$ cat config.mk
export PLATFORM = sky130hd
export DESIGN_NAME = mips_fetch_ctrl
export DESIGN_NICKNAME = d
export VERILOG_FILES = /design/src/rtl/mips_fetch_ctrl.sv
export SDC_FILE = /design/constraint.sdc
export NUM_CORES = 1
export LEC_CHECK = 0
export CORE_MARGIN = 2
export CORE_UTILIZATION = 56
export DETAILED_ROUTE_END_ITERATION = 10
export PLACE_DENSITY = 0.95
export SLEW_MARGIN = 20
export SYNTH_ARGS = -nofsm -noshare
export SYNTH_HDL_FRONTEND = slang
export SYNTH_SLANG_ARGS = --single-unit
$ cat constraint.sdc
create_clock -name clk -period 6.5 [get_ports clk]
set_clock_uncertainty 0.1 [all_clocks]
set_input_delay 1.3 -clock clk [delete_from_list [all_inputs] [get_ports clk]]
set_output_delay 1.3 -clock clk [all_outputs]
set_load 0.005 [all_outputs]
$ cat src/rtl/mips_fetch_ctrl.sv
// Instruction-fetch sequencer: owns the PC, reads imem and feeds decode via a 2-entry prefetch queue.
// Optional build macro FETCH_PERF_EN adds saturating pop/stall performance counters.
module mips_fetch_ctrl #(
  parameter int unsigned          PC_W       = 32,
  parameter int unsigned          INSTR_W    = 16,
  parameter logic [PC_W-1:0]      RESET_PC   = '0,
  parameter logic [INSTR_W-1:0]   HALT_INSTR = INSTR_W'(16'hFFFF)
) (
  input  logic               clk,
  input  logic               rst_n,
  input  logic               start,
  output logic [PC_W-1:0]    imem_addr,
  input  logic [INSTR_W-1:0] imem_instr,
  output logic               out_valid,
  input  logic               out_ready,
  output logic [INSTR_W-1:0] out_instr,
  output logic [PC_W-1:0]    out_pc,
  input  logic               redirect_valid,
  input  logic [PC_W-1:0]    redirect_pc,
  output logic               halted
`ifdef FETCH_PERF_EN
  ,
  output logic [31:0]        perf_fetch_cnt,
  output logic [31:0]        perf_stall_cnt
`endif
);

  typedef enum logic [1:0] {S_IDLE, S_RUN, S_DRAIN, S_HALTED} state_e;

  // Invalid entries are kept all-zero so the head drives zeros straight out.
  typedef struct packed {
    logic               vld;
    logic [PC_W-1:0]    pc;
    logic [INSTR_W-1:0] instr;
  } entry_t;

  state_e            state_q, state_d;
  entry_t            head_q, head_d, tail_q, tail_d;
  entry_t            push_entry;
  logic [PC_W-1:0]   fetch_pc_q, fetch_pc_d;
  logic              halted_q, halted_d;
  logic              pop, redirect, push, halt_pop;

  assign push_entry = {1'b1, fetch_pc_q, imem_instr};

  // Handshake and priority decode; redirect suppresses any push.
  always_comb begin
    pop      = head_q.vld && out_ready;
    redirect = redirect_valid && ((state_q == S_RUN) || (state_q == S_DRAIN));
    push     = (state_q == S_RUN) && !redirect && (!tail_q.vld || pop);
    halt_pop = (state_q == S_DRAIN) && pop && (head_q.instr == HALT_INSTR);
  end

  always_ff @(posedge clk or negedge rst_n) begin
    if (!rst_n) state_q <= S_IDLE;
    else        state_q <= state_d;
  end

  always_comb begin
    state_d = state_q;
    case (state_q)
      S_IDLE:   if (start) state_d = S_RUN;
      S_RUN: begin
        if (redirect)                                state_d = S_RUN;
        else if (push && (imem_instr == HALT_INSTR)) state_d = S_DRAIN;
      end
      S_DRAIN: begin
        if (redirect)      state_d = S_RUN;
        else if (halt_pop) state_d = S_HALTED;
      end
      S_HALTED: if (start) state_d = S_RUN;
      default:  state_d = S_IDLE;
    endcase
  end

  // Queue shift/fill, fetch PC and halt flag next values.
  always_comb begin
    head_d     = head_q;
    tail_d     = tail_q;
    fetch_pc_d = fetch_pc_q;
    halted_d   = halted_q;
    if (pop) begin
      head_d = tail_q;
      tail_d = '0;
    end
    if (redirect) begin
      head_d     = '0;
      tail_d     = '0;
      fetch_pc_d = redirect_pc;
    end else if (push) begin
      if (!head_d.vld) head_d = push_entry;
      else             tail_d = push_entry;
      fetch_pc_d = fetch_pc_q + PC_W'(1);
    end
    if (halt_pop && !redirect) halted_d = 1'b1;
    if ((state_q == S_HALTED) && start) begin
      halted_d   = 1'b0;
      fetch_pc_d = RESET_PC;
    end
  end

  always_ff @(posedge clk or negedge rst_n) begin
    if (!rst_n) begin
      head_q     <= '0;
      tail_q     <= '0;
      fetch_pc_q <= RESET_PC;
      halted_q   <= 1'b0;
    end else begin
      head_q     <= head_d;
      tail_q     <= tail_d;
      fetch_pc_q <= fetch_pc_d;
      halted_q   <= halted_d;
    end
  end

  assign imem_addr = fetch_pc_q;
  assign out_valid = head_q.vld;
  assign out_pc    = head_q.pc;
  assign out_instr = head_q.instr;
  assign halted    = halted_q;

`ifdef FETCH_PERF_EN
  logic [31:0] fetch_cnt_q, stall_cnt_q;

  // Saturating event counters.
  always_ff @(posedge clk or negedge rst_n) begin
    if (!rst_n) begin
      fetch_cnt_q <= '0;
      stall_cnt_q <= '0;
    end else begin
      if (pop && (fetch_cnt_q != 32'hFFFF_FFFF))
        fetch_cnt_q <= fetch_cnt_q + 32'd1;
      if (head_q.vld && !out_ready && (stall_cnt_q != 32'hFFFF_FFFF))
        stall_cnt_q <= stall_cnt_q + 32'd1;
    end
  end

  assign perf_fetch_cnt = fetch_cnt_q;
  assign perf_stall_cnt = stall_cnt_q;
`endif

endmodule
### Word-level counts from Yosys, hierarchy flattened

Cells that the tools add are included.

* memories: 0
* bits in writable memories: 0
* latch bits: 0
* input port bits: 53
* ROM bits: 0
* register bits: 133
* word-level logic and storage cells: 55

* mux-type cells: 19
* $lt $le $gt $ge: 0
* equal/unequal tests: 8
* $add $sub $neg: 1
* $mul: 0
* reduce and logical (&&, ||, !) cells: 18
* bitwise logic cells: 0
* div/mod/pow operators: 0
* shifts and indexed selects: 0

Operators with widths (number)
* $mux 49: 7
* $mux 32: 3
* $mux 48: 1
* $add 32x1->32 const B: 1
* $eq 16x16->1 const B: 2
* $mux 2: 5
* $logic_and 1x1->1: 9
* $pmux 2 s3: 1
* $eq 2x2->1 const B: 2
* $ne 3x2->1 const B: 1
* $ne 3x3->1 const B: 1
* $reduce_and 3->1: 1
* $reduce_bool 3->1: 1
* $eq 2x1->1 const B: 1
* $logic_not 1->1: 2
* $logic_not 2->1: 1
* $logic_or 1x1->1: 2
* $mux 1: 2
* $ne 2x1->1 const B: 1
* $reduce_bool 2->1: 1
* $reduce_or 2->1: 1

### Longest topological paths before layout

Gate-level depths: netlist of the first run.

* depth after elaboration: 10
* depth in mapped cells: 10
* depth with buffers taken out: 7

### Least setup slack after synthesis of the first run

Ideal clock, no wire load.

* path kind: input-to-reg
* start: input out_ready
* end: register fetch_pc_q[31], in the netlist imem_addr[31]
* path buffers: 2
* cell stages on the path: 7
* data arrival time: 2.797 ns
* slack: 3.479 ns
* cells stage by stage: buf_2 -> a21bo_2 -> nand4_1 -> or4_4 -> buf_6 -> o31a_1 -> o31a_1

* word-level cells in the longest chain between the ends: 4

RTL lines
* start: declaration: RTL line 15 `input logic out_ready,`
* $logic_and 1x1->1: RTL line 48 `pop = head_q.vld && out_ready;`
* $logic_or 1x1->1: RTL line 50 `push = (state_q == S_RUN) && !redirect && (!tail_q.vld || pop);`
* $logic_and 1x1->1: RTL line 50
* $reduce_bool 3->1 (no source line)
* end signal: assignment: RTL line 111 `fetch_pc_q <= fetch_pc_d;`
* end: declaration: RTL line 40 `logic [PC_W-1:0] fetch_pc_q, fetch_pc_d;`

No other way between the ends.
A chain may end at the register's enable or synchronous reset.

### Worst setup path after layout of the first run

* start: input redirect_valid
* end: register fetch_pc_q[25], in the netlist imem_addr[25]

* word-level cells in the longest chain between the ends: 5

RTL lines
* start: declaration: RTL line 18 `input logic redirect_valid,`
* $logic_and 1x1->1 *: RTL line 49 `redirect = redirect_valid && ((state_q == S_RUN) || (state_q == S_DRAIN));`
* $logic_not 1->1: RTL line 50
* $logic_and 1x1->1 (2 in series): RTL line 50
* $reduce_bool 3->1 (no source line)

Mark *: on every way between the ends. The rest lies on a longest branch, timed or not.

==> results of run 1 <==
==> sequential cells by signal, indices dropped and copies added, names as in the netlist <==
register / cells
tail_q: 49
imem_addr: 32
state_q: 2
out_valid: 1
out_instr: 16
halted: 1
out_pc: 32
==> per-layer routing <==
layer  track usage  part of all wire  vias up
met4        0.0943             0.014        0
met2         0.486              0.50      352
li1              -                 -     2909
met5             0                 0        -
met1         0.401              0.40     3075
met3        0.0562             0.083       31
==> synth_stat cells (all sizes together) <==
library cell  instances  area (um2)
nand2               116         438
o22ai                 1        6.26
nor4                 12        75.1
and2                  3        18.8
mux2                  1        11.3
nor2b                 3        18.8
o31a                  2        17.5
o21ai                34         170
a21boi                1        7.51
nand2b                1        6.26
a31oi                 6        37.5
nand3               107         536
inv                   7        26.3
and4                  4        37.5
o311ai                1        8.76
a311oi               51         447
buf                  17        80.1
or3                   7        43.8
clkbuf               60         229
mux2i                 2        20.0
dfrtp               133        3330
nor2                 61         229
ha                    4        50.1
nor3                  9        45.0
nor4b                 2        17.5
a211oi                4        30.0
or4                   3        26.3
nand4                16         100
a21oi                69         345
o31ai                 1        7.51
xnor2                23         201
a21bo                 1        10.0
xor2                  1        8.76
==> final cells by class <==
| cell class | instances | area (um2) | area share |
|---|---|---|---|
| Clock buffer | 20 | 457 | 0.0535 |
| Clock inverter | 12 | 121 | 0.0142 |
| Inverter | 7 | 26.3 | 0.00308 |
| Multi-Input combinational cell | 546 | 3000 | 0.351 |
| Sequential cell | 133 | 3330 | 0.390 |
| Tap cell | 143 | 179 | 0.0210 |
| Timing Repair Buffer | 143 | 1430 | 0.167 |
==> where the power goes <==
part	internal [mW]	switching, mW	total (mW)
Sequential	1.17	0.376	1.54
Combinational	0.828	0.960	1.79
Clock	0.553	0.376	0.929
==> critical path: cells and delay by family <==
family                 cells  cell delay, ns
AOI/OAI and AO/OA          1            0.17
buffers and inverters      2            0.92
and+or+nand+nor            4            2.03
==> metrics by stage <==
stage | instance area (um2) | utilization | setup WS, ns | cells | hold WS, ns
floorplan | 6630 | - | 3.48 | 763 | 0.386
global placement | 7930 | 0.691 | 2.05 | 971 | 0.421
detailed placement | 7930 | 0.691 | 1.94 | 971 | 0.427
CTS | 8510 | 0.742 | 2.34 | 1003 | 0.436
global route | 8530 | 0.744 | 2.13 | 1004 | 0.454
finish | 8530 | 0.744 | 2.30 | 1004 | 0.435
==> cell families (layout without fill, tap and decap cells) <==
family                     Yosys count  after routing  synth area share
adders and majority gates            4              4           0.00754
AOI/OAI and AO/OA                  171            171             0.164
buffers and inverters               84            182            0.0505
muxes                                3              3           0.00472
xor gates and xnor gates            24             24            0.0317
DFF                                133            133             0.502
and+or+nand+nor                    344            344             0.240
==> final timing paths <==
check	to	from	cells after the start
setup / recovery	imem_addr[25]$_DFFE_PN0P_	redirect_valid	7
hold / removal	tail_q[22]$_DFF_PN0_	tail_q[22]$_DFF_PN0_	2
setup reg to reg	imem_addr[25]$_DFFE_PN0P_	state_q[0]$_DFFE_PN0P_	8
hold reg to reg	tail_q[22]$_DFF_PN0_	tail_q[22]$_DFF_PN0_	2
max in group asynchronous	imem_addr[27]$_DFFE_PN0P_	rst_n	2
min in group asynchronous	out_instr[6]$_DFF_PN0_	rst_n	1
==> flow_metrics.tcl, run 1 <==
set metrics [dict create \
    status "finished, final reports clean" \
    fp-row-count 39 \
    setup_violations 0 \
    syn_nets 820 \
    maxCapViolations 0 \
    final_cell_mix "dfrtp_1 (132), clkdlybuf4s50_1 (132), nand2_1 (114)" \
    cp_slowest_cell "or4_4" \
    antenna_found_initial 0 \
    num_vias 6367 \
    routed_via_density 6.34 \
    setup_tns_ns 0 \
    detail-route-antenna-nets 0 \
    die-area_mm2 0.0127 \
    r2r_setup_slack_ns 2.80 \
    die_y_um 113 \
    io_buffer_count 134 \
    num_antenna_cells 0 \
    routabilityCongestion 0.862 \
    drc 0 \
    required_ns 6.73 \
    drive_above_1_share 0.0616 \
    crit_type "input pin to flip-flop" \
    clock_sinks 133 \
    grt_overflow 0 \
    drt_iter0_markers 603 \
    cts_max_path_buffers 2 \
    p_leak_nw 3.30 \
    dp_hpwl_mm 11.4 \
    drt-total-wl_mm 18.8 \
    crit_chain "clkdlybuf4s50_1, nand2b_2, buf_4, nand4_1, or4_4, or4_1, a31oi_1" \
    fin_crit_ns 4.20 \
    rsz0062_at_grt "false" \
    clkSlewWorstSetupHoldPaths_ns 0.06 \
    maxSlewHeadroom 0.307 \
    netlist_area_mm2 0.00663 \
    post_cts_resized 0 \
    die_w_um 113 \
    vdd_drop_max_mv 0.328 \
    worstPathMaxFanout 39 \
    grt.total_usage 0.296 \
    cts_root_buf "clkbuf_16" \
    fillers 786 \
    ios 135 \
    period_share 0.647 \
    ys_warn_count 0 \
    cp_slowest_stage_delay_ns 0.69 \
    ys_seq_elements 133 \
    report.final.slew_viol_count 0 \
    hold_buffers 0 \
    cp.arrival_ns 4.44 \
    cts_max_level 4 \
    end_kind "flip-flop" \
    clock_latency_ns 0.41 \
    worst_pin_slew_ns 1.04 \
    core_mm2 0.0115 \
    max_clock_freq_mhz 238 \
    firstDrtPassIters 5 \
    grt_max_degree 99 \
    syn_area_per_cell_um2 8.69 \
    synth_cells 763 \
    nets 905 \
    hold_viol 0 \
    cts_buffers 17 \
    power_density_mw_per_mm2 499 \
    start_kind "input pin" \
    grt_pass1_wl_mm 30.4 \
    finalPower_mw 4.26 \
    tritoncts "built" \
    start_util 0.579 \
    post_cts_buffers 0 \
    synth.distinct_cells 39 \
    yosysSeqAreaShare 0.502 \
    post_drt_wl_per_cell_um 18.7 \
    area_growth_pct 28.6 \
    grt_pass1_vias 6003 \
    hold_path.class "flip-flop to flip-flop" \
]
No activity file was read; power rests on OpenSTA's default activity.
==> run 2, diff against run 1 <==
--- a/config.mk
+++ b/config.mk
@@ -6,9 +6,9 @@
 export NUM_CORES = 1
 export LEC_CHECK = 0
 export CORE_MARGIN = 2
-export CORE_UTILIZATION = 56
+export CORE_UTILIZATION = 47
 export DETAILED_ROUTE_END_ITERATION = 10
-export PLACE_DENSITY = 0.95
+export PLACE_DENSITY = 0.87
 export SLEW_MARGIN = 20
 export SYNTH_ARGS = -nofsm -noshare
 export SYNTH_HDL_FRONTEND = slang
==> constraint.sdc (replaced) <==
create_clock -name clk -period 3.4 [get_ports clk]
set_clock_uncertainty 0.1 [all_clocks]
set_input_delay 0.68 -clock clk [delete_from_list [all_inputs] [get_ports clk]]
set_output_delay 0.68 -clock clk [all_outputs]
set_load 0.005 [all_outputs]
==> run 2 against run 1 <==
Effect of this change:
- routed wire length barely moved
- die area rose by 18%
- first-iteration DRC count rose by 28%
- sequential cell count did not move
- critical path type is now flip-flop to output port
- sequential power rose by 94%
- highest routed layer unchanged
- worst hold slack got worse by 0.24 ns
- design area rose by 0.85%
- core utilization fell by 12 points
- largest cell class unchanged
- critical path depth fell by 5
- via count fell by 0.74%
- setup slack got worse by 1.7 ns
- combinational power rose by 92%
==> flow_metrics.tcl, run 2 (synthesized netlist as in run 1, its figures left out) <==
set metrics [dict create \
    worstPathMaxFanout 31 \
    worst_pin_slew_ns 1.01 \
    hold_viol 0 \
    cp_slowest_cell "clkdlybuf4s50_1" \
    post_cts_resized 0 \
    cts_max_path_buffers 2 \
    finalPower_mw 8.06 \
    end_kind "output port" \
    setup_violations 0 \
    final_cell_mix "dfrtp_1 (132), clkdlybuf4s50_1 (132), nand2_1 (114)" \
    grt_pass1_vias 5877 \
    cts_root_buf "clkbuf_16" \
    setup_tns_ns 0 \
    post_drt_wl_per_cell_um 17.9 \
    required_ns 2.62 \
    clock_latency_ns 0.42 \
    detail-route-antenna-nets 0 \
    grt_overflow 0 \
    cp.arrival_ns 2.01 \
    grt_pass1_wl_mm 29.7 \
    post_cts_buffers 0 \
    core_mm2 0.0138 \
    p_leak_nw 3.34 \
    grt_max_degree 97 \
    firstDrtPassIters 5 \
    area_growth_pct 29.7 \
    place_inst 1017 \
    num_vias 6320 \
    largest_register_ffs 49 \
    crit_chain "buf_4, clkdlybuf4s50_1" \
    drive_above_1_share 0.0633 \
    cts_buffers 17 \
    fin_crit_ns 2.79 \
    dp_hpwl_mm 11.8 \
    maxCapViolations 0 \
    max_clock_freq_mhz 358 \
    vdd_drop_max_mv 0.408 \
    die_w_um 123 \
    report.final.slew_viol_count 0 \
    grt.total_usage 0.253 \
    drt_iter0_markers 771 \
    tritoncts "built" \
    nets 913 \
    hold_path.class "input pin to async pin" \
    drc 0 \
    antenna_found_initial 0 \
    clkSlewWorstSetupHoldPaths_ns 0.06 \
    ios 135 \
    num_antenna_cells 0 \
    cp_slowest_stage_delay_ns 0.59 \
    die_y_um 123 \
    maxSlewHeadroom 0.325 \
    cts_max_level 4 \
    power_density_mw_per_mm2 937 \
    routabilityCongestion 0.828 \
    hold_buffers 0 \
    regMostFlops "tail_q" \
    worstRegToRegCells 9 \
    start_util 0.480 \
    die-area_mm2 0.0151 \
    routed_via_density 6.02 \
    io_buffer_count 134 \
    start_kind "flip-flop" \
    rsz0062_at_grt "false" \
    clock_sinks 133 \
    fp-row-count 43 \
    crit_type "flip-flop to output port" \
    stdcell_count 1049 \
    period_share 0.821 \
    status "finished, final reports clean" \
    drt-total-wl_mm 18.8 \
]
run 2: cell count changes in the layout (fill, tap and decap cells not counted):
cell,previous run,this run
buf_12,0,3
clkbuf_1,1,7
bufinv_16,1,0
buf_16,1,0
clkinvlp_4,4,0
inv_6,4,0
clkinv_4,3,0
buf_4,8,14
clkinv_2,0,4
clkbuf_8,2,4
run 2: layout make-up:
type,count,area [um2]
multi-input combinational,546,3000
tap,180,225
timing repair buffer,151,1500
fill,1154,5220
clock buffer,28,507
inverter,7,26.3
sequential,133,3330
clock inverter,4,20.0
run 2: where the power goes:
part	total, mW	switching (mW)	internal [mW]
clock network	1.65	0.642	1.00
logic	3.43	1.79	1.64
registers	2.99	0.751	2.24
total	8.06	3.19	4.87
run 2: layer usage:
layer,up-vias,track usage,part of all wire
li1,2925,-,-
met1,3063,0.352,0.42
met2,300,0.394,0.49
met3,32,0.0502,0.076
met4,0,0.0876,0.016
met5,-,0,0
run 2: through the flow:
stage | area, um2 | utilization | worst slack (ns) | hold WS [ns]
after floorplan | 6630 | - | 0.999 | 0.284
after global placement | 8080 | 0.584 | 0.606 | 0.415
after detailed placement | 8080 | 0.584 | 0.517 | 0.422
after CTS | 8610 | 0.622 | 0.617 | 0.220
after global routing | 8610 | 0.622 | 0.536 | 0.257
final | 8610 | 0.622 | 0.609 | 0.191
run 2: critical path, delay by kind of cell (launching register included):
family	cells	cell delay, ns
buffers and inverters	2	1.02
flip-flops	1	0.57
run 2: worst paths after layout:
kind                       slack [ns]                        end                    from
min reg2reg                      0.43       tail_q[29]$_DFF_PN0_    tail_q[29]$_DFF_PN0_
max reg2reg                      0.77  imem_addr[20]$_DFFE_PN0P_  state_q[0]$_DFFE_PN0P_
max in group asynchronous        2.26       tail_q[33]$_DFF_PN0_                   rst_n
max                              0.61                  out_valid     out_valid$_DFF_PN0_
min in group clk                 0.43       tail_q[29]$_DFF_PN0_    tail_q[29]$_DFF_PN0_
min                              0.19     out_instr[8]$_DFF_PN0_                   rst_n
